`config.mk`:
```
export PLATFORM = sky130hd
export DESIGN_NAME = step_move_ctrl
export DESIGN_NICKNAME = d
export VERILOG_FILES = /design/src/rtl/step_move_ctrl.sv
export SDC_FILE = /design/constraint.sdc
export NUM_CORES = 1
export LEC_CHECK = 0
export CAP_MARGIN = 30
export CORE_MARGIN = 4
export CORE_UTILIZATION = 60
export CTS_BUF_LIST = sky130_fd_sc_hd__clkbuf_8
export CTS_CLUSTER_DIAMETER = 100
export CTS_CLUSTER_SIZE = 10
export DETAILED_ROUTE_END_ITERATION = 12
export PLACE_DENSITY = 0.9
export SKIP_CTS_REPAIR_TIMING = 1
export SLEW_MARGIN = 25
export SYNTH_ARGS = -nofsm -noshare
export SYNTH_HDL_FRONTEND = slang
export SYNTH_SLANG_ARGS = --single-unit
```
`constraint.sdc`:
```
create_clock -name clk -period 5.4 [get_ports clk]
set_input_delay 0.81 -clock clk [delete_from_list [all_inputs] [get_ports clk]]
set_output_delay 0.81 -clock clk [all_outputs]
set_load 0.005 [all_outputs]
```
`src/rtl/step_move_ctrl.sv`:
```
// Move-command sequencer: accepts a direction/step-count command and paces one-cycle step strobes.
// Define STEP_MOVE_RAMP_EN to compile in the start-up acceleration ramp.
module step_move_ctrl #(
   parameter int unsigned PERIOD     = 262144,
   parameter int unsigned CNT_W      = 14,
   parameter int unsigned DIV_W      = 20,
   parameter int unsigned RAMP_START = 1048576,
   parameter int unsigned RAMP_DEC   = 32768
) (
   input  logic             clk,
   input  logic             reset,
   input  logic             cmd_valid,
   output logic             cmd_ready,
   input  logic             cmd_dir,
   input  logic [CNT_W-1:0] cmd_steps,
   input  logic             abort,
   output logic             dir,
   output logic             en,
   output logic             step,
   output logic             busy,
   output logic             done,
   output logic [CNT_W-1:0] steps_left
);

   typedef enum logic [1:0] {StIdle, StRun, StSettle, StDone} state_t;

   localparam logic [DIV_W-1:0] PerLim = DIV_W'(PERIOD - 1);
   // SETTLE starts with the prescaler already cleared on the last step edge
   localparam logic [DIV_W-1:0] SetLim = DIV_W'(PERIOD - 2);

   if (PERIOD < 2 || RAMP_START < PERIOD || 64'(RAMP_START) > (64'(1) << DIV_W) ||
       64'(RAMP_DEC) >= (64'(1) << DIV_W)) begin : g_cfg_err
      $error("step_move_ctrl: invalid PERIOD/RAMP_START/RAMP_DEC for DIV_W");
   end

   state_t           state;
   logic [DIV_W-1:0] pre;
   logic [DIV_W-1:0] cur_lim;  // current step period minus one

`ifdef STEP_MOVE_RAMP_EN
   localparam int unsigned      DW1      = DIV_W + 1;
   localparam logic [DIV_W-1:0] StartLim = DIV_W'(RAMP_START - 1);
   localparam logic [DW1-1:0]   DecW     = DW1'(RAMP_DEC);

   logic [DIV_W-1:0] next_lim;

   always_comb begin
      next_lim = PerLim;
      if ({1'b0, cur_lim} >= {1'b0, PerLim} + DecW) begin
         next_lim = cur_lim - DecW[DIV_W-1:0];
      end
   end
`else
   assign cur_lim = PerLim;
`endif

   always_ff @(posedge clk or negedge reset) begin
      if (!reset) begin
         state      <= StIdle;
         pre        <= '0;
         step       <= 1'b0;
         done       <= 1'b0;
         en         <= 1'b0;
         busy       <= 1'b0;
         cmd_ready  <= 1'b1;
         dir        <= 1'b0;
         steps_left <= '0;
`ifdef STEP_MOVE_RAMP_EN
         cur_lim    <= PerLim;
`endif
      end else begin
         step <= 1'b0;
         done <= 1'b0;
         unique case (state)
            StIdle: begin
               if (cmd_valid) begin
                  dir        <= cmd_dir;
                  steps_left <= cmd_steps;
                  pre        <= '0;
                  cmd_ready  <= 1'b0;
`ifdef STEP_MOVE_RAMP_EN
                  cur_lim    <= StartLim;
`endif
                  if (cmd_steps == '0) begin
                     state <= StDone;
                     done  <= 1'b1;
                  end else begin
                     state <= StRun;
                     en    <= 1'b1;
                     busy  <= 1'b1;
                  end
               end
            end
            StRun: begin
               // The strobe already issued counts even when aborted in the same cycle
               if (step) begin
                  steps_left <= steps_left - CNT_W'(1);
               end
               if (abort) begin
                  state <= StDone;
                  done  <= 1'b1;
                  en    <= 1'b0;
                  busy  <= 1'b0;
               end else if (step) begin
                  pre <= '0;
`ifdef STEP_MOVE_RAMP_EN
                  cur_lim <= next_lim;
`endif
                  if (steps_left == CNT_W'(1)) begin
                     state <= StSettle;
                  end
               end else begin
                  pre  <= pre + DIV_W'(1);
                  step <= ((pre + DIV_W'(1)) == cur_lim);
               end
            end
            StSettle: begin
               if (abort || pre == SetLim) begin
                  state <= StDone;
                  done  <= 1'b1;
                  en    <= 1'b0;
                  busy  <= 1'b0;
               end else begin
                  pre <= pre + DIV_W'(1);
               end
            end
            StDone: begin
               state     <= StIdle;
               cmd_ready <= 1'b1;
            end
            default: state <= StIdle;
         endcase
      end
   end

endmodule

```
==> metrics.md, run 1 <==
| Metric | Value |
|---|---|
| Run status | `finished clean` |
| Maximum fanout encountered on the critical timing path | `23` |
| RSZ-0062 raised after global routing | `no` |
| Time the worst path needs with I/O delays and setup | `3.06 ns` |
| Highest cell delay on the worst timing path | `just under 0.7 ns` |
| CP startpoint | `state[1]` |
| Number of cells produced by synthesis | `between 300 and 400` |
| Largest net degree at the start of global routing | `42` |
| Critical path required time | `5.64 ns` |
| Maximum root-to-sink buffer count | `2` |
| Commonest cells in the netlist | `sky130_fd_sc_hd__dfrtp_1 (40), sky130_fd_sc_hd__o21ai_0 (27), sky130_fd_sc_hd__nand2_1 (26), sky130_fd_sc_hd__a21oi_1 (23), sky130_fd_sc_hd__nor2_1 (23)` |
| Fraction of post-synthesis cell area in the top cell type by area | `0.338` |
| Path depth of the worst reg2reg path | `7` |
| Class of the tightest hold or removal check | `in -> async` |
| Reported leakage power | `1.35 nW` |
| Reg2Reg Setup Slack | `about 2.3 ns` |
| Post-synth top area cell | `sky130_fd_sc_hd__dfrtp_1` |
| Post-detail-place hpwl | `5.47 mm` |
| Number of distinct library cells after synthesis | `60` |
| P&R area growth vs syn | `15.6%` |
| WL per Instance | `between 15 and 20 µm` |
| Detailed Route Iter0 Violations | `approximately 250` |
| Slew @ Worst Pin | `0.851 ns` |
| Count of final setup violators | `0` |
| Count of port buffers added during placement | `38` |
| Accumulated negative setup slack | `0 ns` |
| Clock Sink Count | `41` |
| CP max-delay cell | `sky130_fd_sc_hd__a21boi_2` |
| Cell area after technology mapping | `2960 µm²` |
| Core area | `roughly 4800 µm²` |
| Total vias in the final route | `between 2,000 and 3,000` |
| Total die area | `6120 µm²` |
| Synth Net Count | `~370` |
| Mean Syn Cell Area | `roughly 8.6 µm²` |
| Maximum clock rate | `327 MHz` |
| Number of vias per cell | `6.72` |
| Cell chosen for the clock root | `sky130_fd_sc_hd__clkbuf_8` |
| Number of maximum-capacitance constraint violations | `0` |
| Post-route clock period utilization | `0.566` |
| Share of final-layout standard cells stronger than drive strength 1 | `0.0757` |
| Ant. Diodes | `0` |
| Final RePlAce weighted congestion | `just under 0.9` |
| Synth warn | `0` |
| Number of antenna-violating nets in the routed design | `0` |
| Initial Utilization | `0.622` |
| Die height | `78.2 µm` |
| First-pass GRT wire length | `13.3 mm` |
| Clock tree from TritonCTS | `done` |
| CTS H-Tree Depth | `2` |
| X dimension of the die | `78.2 µm` |
| Fraction of the yosys area taken by sequential cells | `0.347` |
| Top flip-flop cell by instance count after synthesis | `sky130_fd_sc_hd__dfrtp_1` |
| GRT Total Usage | `0.264` |
| Signal arrival time at the worst endpoint | `3.29 ns` |
| FF-to-FF End | `pre[0]` |
| Fin nets | `around 400` |
| Row count | `25` |
| Number of buffers inserted during clock tree synthesis | `5` |
| Antenna violations before repair | `0` |
| Crit path max-delay family | `compound AO/OA/AOI/OAI gates` |
| Clock Skew | `0.00386 ns` |
| Number of buffers and inverters on the critical path | `1` |
| Largest voltage drop on the vdd net | `roughly 0.00029 V` |
| Number of synthesized register bits | `41` |
| Count leader, synth | `sky130_fd_sc_hd__dfrtp_1` |
| Overall overflow remaining after global route | `0` |
| Clock-pin slew on the worst setup and hold paths | `0.08 ns` |
| Pwr Total | `1.76 mW` |
| IO Pins | `39` |
| Cells traversed along the worst timing path | `inv_1 > ha_1 > nor2b_1 > o21ai_0 > nor2_1 > a21boi_2 > mux2_2` |
| Endpoint class of the critical path | `register` |
| Clock network latency to the later pin of the worst-skew pair | `0.30 ns` |
| Power per cell area | `514 nW/µm²` |
| Final Hold Fails | `0` |
| Worst R2R Start | `state[1]` |
| Sort of element at the start of the critical path | `register` |
| Tightest slew margin relative to the limit | `0.430` |
| DRC violations left | `0` |
| Depth of the critical timing path with buffers and inverters included | `7` |
| Total Wirelength | `7.91 mm` |
| Top cells by area in the synthesized netlist | `sky130_fd_sc_hd__dfrtp_1 (34%), sky130_fd_sc_hd__a22o_1 (5.0%), sky130_fd_sc_hd__o21ai_0 (4.6%)` |
| Async S/R FF share, synth | `1.00` |
| Count of pins over their slew limit | `0` |
| Detailed-routing iteration count for the pre-antenna-repair pass | `7` |
| Number of global-route vias before repair | `2,725` |
| Number of enable-type register cells in the synthesized netlist | `0` |
| Kind of critical path | `reg -> reg` |
cells in the final DEF, fill, tap and decap left out, types with 3 or more instances in the layout:
cell	instances
sky130_fd_sc_hd__dfrtp_1	40
sky130_fd_sc_hd__clkdlybuf4s50_1	37
sky130_fd_sc_hd__o21ai_0	27
sky130_fd_sc_hd__nand2_1	26
sky130_fd_sc_hd__nor2_1	23
sky130_fd_sc_hd__a21oi_1	23
sky130_fd_sc_hd__a22o_1	17
sky130_fd_sc_hd__nor4_1	14
sky130_fd_sc_hd__nand3_1	13
sky130_fd_sc_hd__mux2i_1	12
sky130_fd_sc_hd__inv_1	11
sky130_fd_sc_hd__nor3_1	11
sky130_fd_sc_hd__o22ai_1	9
sky130_fd_sc_hd__o211ai_1	9
sky130_fd_sc_hd__ha_1	8
sky130_fd_sc_hd__and3_1	6
sky130_fd_sc_hd__nand4_1	6
sky130_fd_sc_hd__clkbuf_8	5
sky130_fd_sc_hd__and4_1	4
sky130_fd_sc_hd__or3_1	4
sky130_fd_sc_hd__nor3b_1	3
sky130_fd_sc_hd__nor2b_1	3
sky130_fd_sc_hd__nand4b_1	3
sky130_fd_sc_hd__nand3b_1	3
sky130_fd_sc_hd__o221a_2	3
sky130_fd_sc_hd__mux2_2	3
worst reg2reg max path, stage by stage (launching register included):
cell	delay, ns
sky130_fd_sc_hd__dfrtp_1	0.43
sky130_fd_sc_hd__inv_1	0.11
sky130_fd_sc_hd__ha_1	0.68
sky130_fd_sc_hd__nor2b_1	0.36
sky130_fd_sc_hd__o21ai_0	0.24
sky130_fd_sc_hd__nor2_1	0.20
sky130_fd_sc_hd__a21boi_2	0.69
sky130_fd_sc_hd__mux2_2	0.29
worst max path at each step:
| stage | to | slack [ns] |
|---|---|---|
| finish | pre[0] | 2.34 |
| global route | pre[0] | 2.19 |
| CTS | pre[0] | 2.41 |
| detailed placement | pre[0] | 2.33 |
| global placement | pre[0] | 2.39 |
| floorplan | pre[9] | 3.36 |
kinds of logic (layout without fill, tap and decap cells):
logic type      count (synthesis)  in the layout  synth area share
xor+xnor                        2              2           0.00592
buf+inv                        36             60            0.0558
compound gates                113            113             0.260
simple gates                  131            131             0.246
flops                          41             41             0.347
mux                            15             15            0.0520
fa+ha+maj                       8              8            0.0338
power breakdown:
part           internal [mW]  leakage, nW  switching, mW
Combinational          0.469        0.774          0.563
Clock                 0.0894       0.0439          0.114
Sequential             0.396        0.536          0.128
sequential cells by signal (all words and copies together) (netlist names):
name,cells
steps_left,14
pre,20
state,2
step,1
busy,1
dir,1
cmd_ready,1
done,1
through the flow:
stage          utilization  hold slack (ns)  std cells  cell area, µm²  worst slack [ns]
6_report             0.719            0.432        437            3420              2.34
5_1_grt              0.719            0.451        437            3420              2.19
4_1_cts              0.715            0.500        436            3400              2.41
3_5_place_dp         0.697            0.489        428            3310              2.33
3_3_place_gp         0.697            0.485        428            3310              2.39
2_1_floorplan            -            0.482        346            2960              3.36
metal layers:
| layer | wire [µm] | global-route usage | up-vias |
|---|---|---|---|
| li1 | - | - | 1365 |
| met1 | 3250 | 0.342 | 1369 |
| met2 | 3760 | 0.444 | 177 |
| met3 | 734 | 0.0528 | 24 |
| met4 | 158 | 0.0822 | 0 |
| met5 | 0 | 0.00909 | - |
layout make-up:
| cell class | instances | area [µm²] |
|---|---|---|
| multi-input combinational | 269 | 1770 |
| tap | 67 | 83.8 |
| sequential | 41 | 1030 |
| clock inverter | 3 | 17.5 |
| fill | 356 | 1330 |
| timing repair buffer | 41 | 410 |
| clock buffer | 5 | 68.8 |
| inverter | 11 | 41.3 |
Power figures use the tool's default switching activity.
==> run 2, diff against run 1 <==
--- a/config.mk
+++ b/config.mk
@@ -7,12 +7,12 @@
 export LEC_CHECK = 0
 export CAP_MARGIN = 30
 export CORE_MARGIN = 4
-export CORE_UTILIZATION = 60
+export CORE_UTILIZATION = 52
 export CTS_BUF_LIST = sky130_fd_sc_hd__clkbuf_8
 export CTS_CLUSTER_DIAMETER = 100
 export CTS_CLUSTER_SIZE = 10
 export DETAILED_ROUTE_END_ITERATION = 12
-export PLACE_DENSITY = 0.9
+export PLACE_DENSITY = 0.83
 export SKIP_CTS_REPAIR_TIMING = 1
 export SLEW_MARGIN = 25
 export SYNTH_ARGS = -nofsm -noshare
==> constraint.sdc (replaced) <==
create_clock -name clk -period 2.8 [get_ports clk]
set_input_delay 0.42 -clock clk [delete_from_list [all_inputs] [get_ports clk]]
set_output_delay 0.42 -clock clk [all_outputs]
set_load 0.005 [all_outputs]
==> run 2 against run 1 <==
  * Via count decreased by 4.5%
  * Die area is 14% higher
  * Global-route usage shrank 4.2 points
  * Critical endpoint unchanged
  * Maximum frequency increased by 20%
==> metrics.md, run 2 (synthesis gave the netlist of run 1 again) <==
| Metric | Value |
|---|---|
| Number of vias per cell | `6.33 (-5.8%)` |
| Number of flip-flops in the largest register | `20 (unchanged)` |
| Critical path required time | `3.03 ns (-2.61 ns)` |
| Sort of element at the start of the critical path | `register` |
| Post-detail-place hpwl | `5.36 mm (-1.9%)` |
| Sequential cell area | `1030 µm² (unchanged)` |
| Total die area | `6960 µm² (+14%)` |
| Number of antenna-violating nets in the routed design | `0 (unchanged)` |
| Kind of critical path | `reg -> reg` |
| Class of the tightest hold or removal check | `in -> async` |
| Overall overflow remaining after global route | `0 (unchanged)` |
| Detailed Route Iter0 Violations | `215 (-13%)` |
| Run status | `finished clean` |
| Largest voltage drop on the vdd net | `0.000965 V (+230%)` |
| CP max-delay cell | `sky130_fd_sc_hd__a21boi_2` |
| Number of buffers and inverters on the critical path | `1 (unchanged)` |
| Detailed-routing iteration count for the pre-antenna-repair pass | `4 (-3)` |
| Footprint of the multi-input gates | `1770 µm² (unchanged)` |
| DRC violations left | `0 (unchanged)` |
| Time the worst path needs with I/O delays and setup | `2.56 ns (-0.499 ns)` |
| Count of port buffers added during placement | `38 (unchanged)` |
| Most common cell after layout, fill and taps aside | `sky130_fd_sc_hd__dfrtp_1` |
| Initial Utilization | `0.537 (-0.0850)` |
| Number of buffers inserted during clock tree synthesis | `5 (unchanged)` |
| Die height | `83.4 µm (+6.7%)` |
| CTS H-Tree Depth | `2 (unchanged)` |
| Number of global-route vias before repair | `2,641 (-3.1%)` |
| WL per Instance | `16.9 µm (-6.6%)` |
| Share of final-layout standard cells stronger than drive strength 1 | `0.0728 (-0.00290)` |
| Final Instance Area | `3420 µm² (about the same)` |
| Count of pins over their slew limit | `0 (unchanged)` |
| Clock network latency to the later pin of the worst-skew pair | `0.30 ns (about the same)` |
| Largest net degree at the start of global routing | `42 (unchanged)` |
| Antenna violations before repair | `0 (unchanged)` |
| Clock Skew | `0.0139 ns (+0.0101 ns)` |
| Clock tree from TritonCTS | `done` |
| Reported leakage power | `1.36 nW (+0.56%)` |
| Maximum clock rate | `391 MHz (+20%)` |
| Largest register by flop count | `pre` |
| Power per cell area | `981 nW/µm² (+91%)` |
| GRT Total Usage | `0.222 (-0.0422)` |
| Worst R2R Start | `state[0]` |
| Final standard cell utilization of the core | `0.621 (-0.0985)` |
| Signal arrival time at the worst endpoint | `2.79 ns (-0.50 ns)` |
| Leading cell types in the layout, fill and taps excluded | `sky130_fd_sc_hd__dfrtp_1 (40), sky130_fd_sc_hd__clkdlybuf4s50_1 (37), sky130_fd_sc_hd__o21ai_0 (27)` |
| Slew @ Worst Pin | `0.802 ns (-0.0498 ns)` |
| Row count | `27 (+8.0%)` |
| Cells traversed along the worst timing path | `inv_1 > ha_1 > nor2b_4 > or2_1 > nor2_1 > a21boi_2 > mux2_2` |
| Top Registers | `pre: 20 flops, steps_left: 14 flops, state: 2 flops` |
| P&R area growth vs syn | `15.6% (about the same)` |
| Cell chosen for the clock root | `sky130_fd_sc_hd__clkbuf_8` |
| Total vias in the final route | `2,803 (-4.5%)` |
| Accumulated negative setup slack | `0 ns (unchanged)` |
| Endpoint class of the critical path | `register` |
| Post-route clock period utilization | `0.913 (+0.347)` |
| Highest cell delay on the worst timing path | `0.66 ns (-0.03 ns)` |
| Core area | `5510 µm² (+16%)` |
| Clock-pin slew on the worst setup and hold paths | `0.09 ns (about the same)` |
| Ant. Diodes | `0 (unchanged)` |
| Count of final setup violators | `0 (unchanged)` |
| Placement Cell Area | `3340 µm² (+0.64%)` |
| Tightest slew margin relative to the limit | `0.463 (+0.0321)` |
| Clock Sink Count | `41 (unchanged)` |
| Number of maximum-capacitance constraint violations | `0 (unchanged)` |
| CP startpoint | `state[0]` |
| Total Wirelength | `7.48 mm (-5.4%)` |
| Final Hold Fails | `0 (unchanged)` |
| Fin nets | `397 (+0.25%)` |
| Maximum fanout encountered on the critical timing path | `18 (-22%)` |
| Crit path max-delay family | `simple AND/OR/NAND/NOR gates` |
| First-pass GRT wire length | `13.0 mm (-2.2%)` |
| Final RePlAce weighted congestion | `0.930 (+4.7%)` |
| X dimension of the die | `83.4 µm (+6.7%)` |
| RSZ-0062 raised after global routing | `no` |
| IO Pins | `39 (unchanged)` |
| Maximum root-to-sink buffer count | `2 (unchanged)` |
| Number of fill cells in the layout | `468 (+31%)` |
-- run 2: cell count changes in the layout (fill, tap and decap cells not counted) --
cell and delta:
sky130_fd_sc_hd__buf_12 -1, sky130_fd_sc_hd__buf_2 -1, sky130_fd_sc_hd__buf_4 +3, sky130_fd_sc_hd__clkinv_2 -1, sky130_fd_sc_hd__clkinvlp_4 -1, sky130_fd_sc_hd__inv_1 +2
-- run 2: where the power goes --
| group | switching, mW | total [mW] | leakage, nW | internal (mW) |
|---|---|---|---|---|
| registers | 0.238 | 1.00 | 0.536 | 0.764 |
| logic | 1.06 | 1.98 | 0.775 | 0.920 |
| clock network | 0.207 | 0.375 | 0.0505 | 0.168 |
-- run 2: area by class of cell --
type | count | share of cell area
well taps | 72 | 0.0263
multi-input cells | 269 | 0.518
clock inverters | 3 | 0.00366
flip-flops and latches | 41 | 0.300
clock buffers | 5 | 0.0201
inverters | 11 | 0.0121
repair buffers | 42 | 0.119
-- run 2: final timing paths --
| check | slack (ns) | to | depth (start not counted) |
|---|---|---|---|
| worst min register to register | 0.50 | cmd_ready | 2 |
| worst max register to register | 0.24 | pre[0] | 7 |
| min in group clk | 0.50 | cmd_ready | 2 |
| max in group asynchronous | 2.33 | cmd_ready | 1 |
| worst max-delay path | 0.24 | pre[0] | 7 |
| worst min-delay path | 0.1 | pre[15] | 1 |
-- run 2: per-stage QoR --
| step | setup slack, ns | hold WS (ns) | power, mW | cells |
|---|---|---|---|---|
| 2_1_floorplan | 0.764 | 0.124 | 2.33 | 346 |
| 3_3_place_gp | 0.185 | 0.489 | 2.91 | 435 |
| 3_5_place_dp | 0.162 | 0.489 | 2.97 | 435 |
| 4_1_cts | 0.278 | 0.287 | 3.35 | 443 |
| 5_1_grt | 0.0154 | 0.143 | 3.63 | 443 |
| 6_report | 0.244 | 0.0989 | 3.36 | 443 |
-- run 2: per-layer routing --
| layer | track usage | part of all wire |
|---|---|---|
| met1 | 0.304 | 0.45 |
| met2 | 0.354 | 0.47 |
| met5 | 0 | 0 |
| met3 | 0.0446 | 0.059 |
| met4 | 0.0687 | 0.020 |
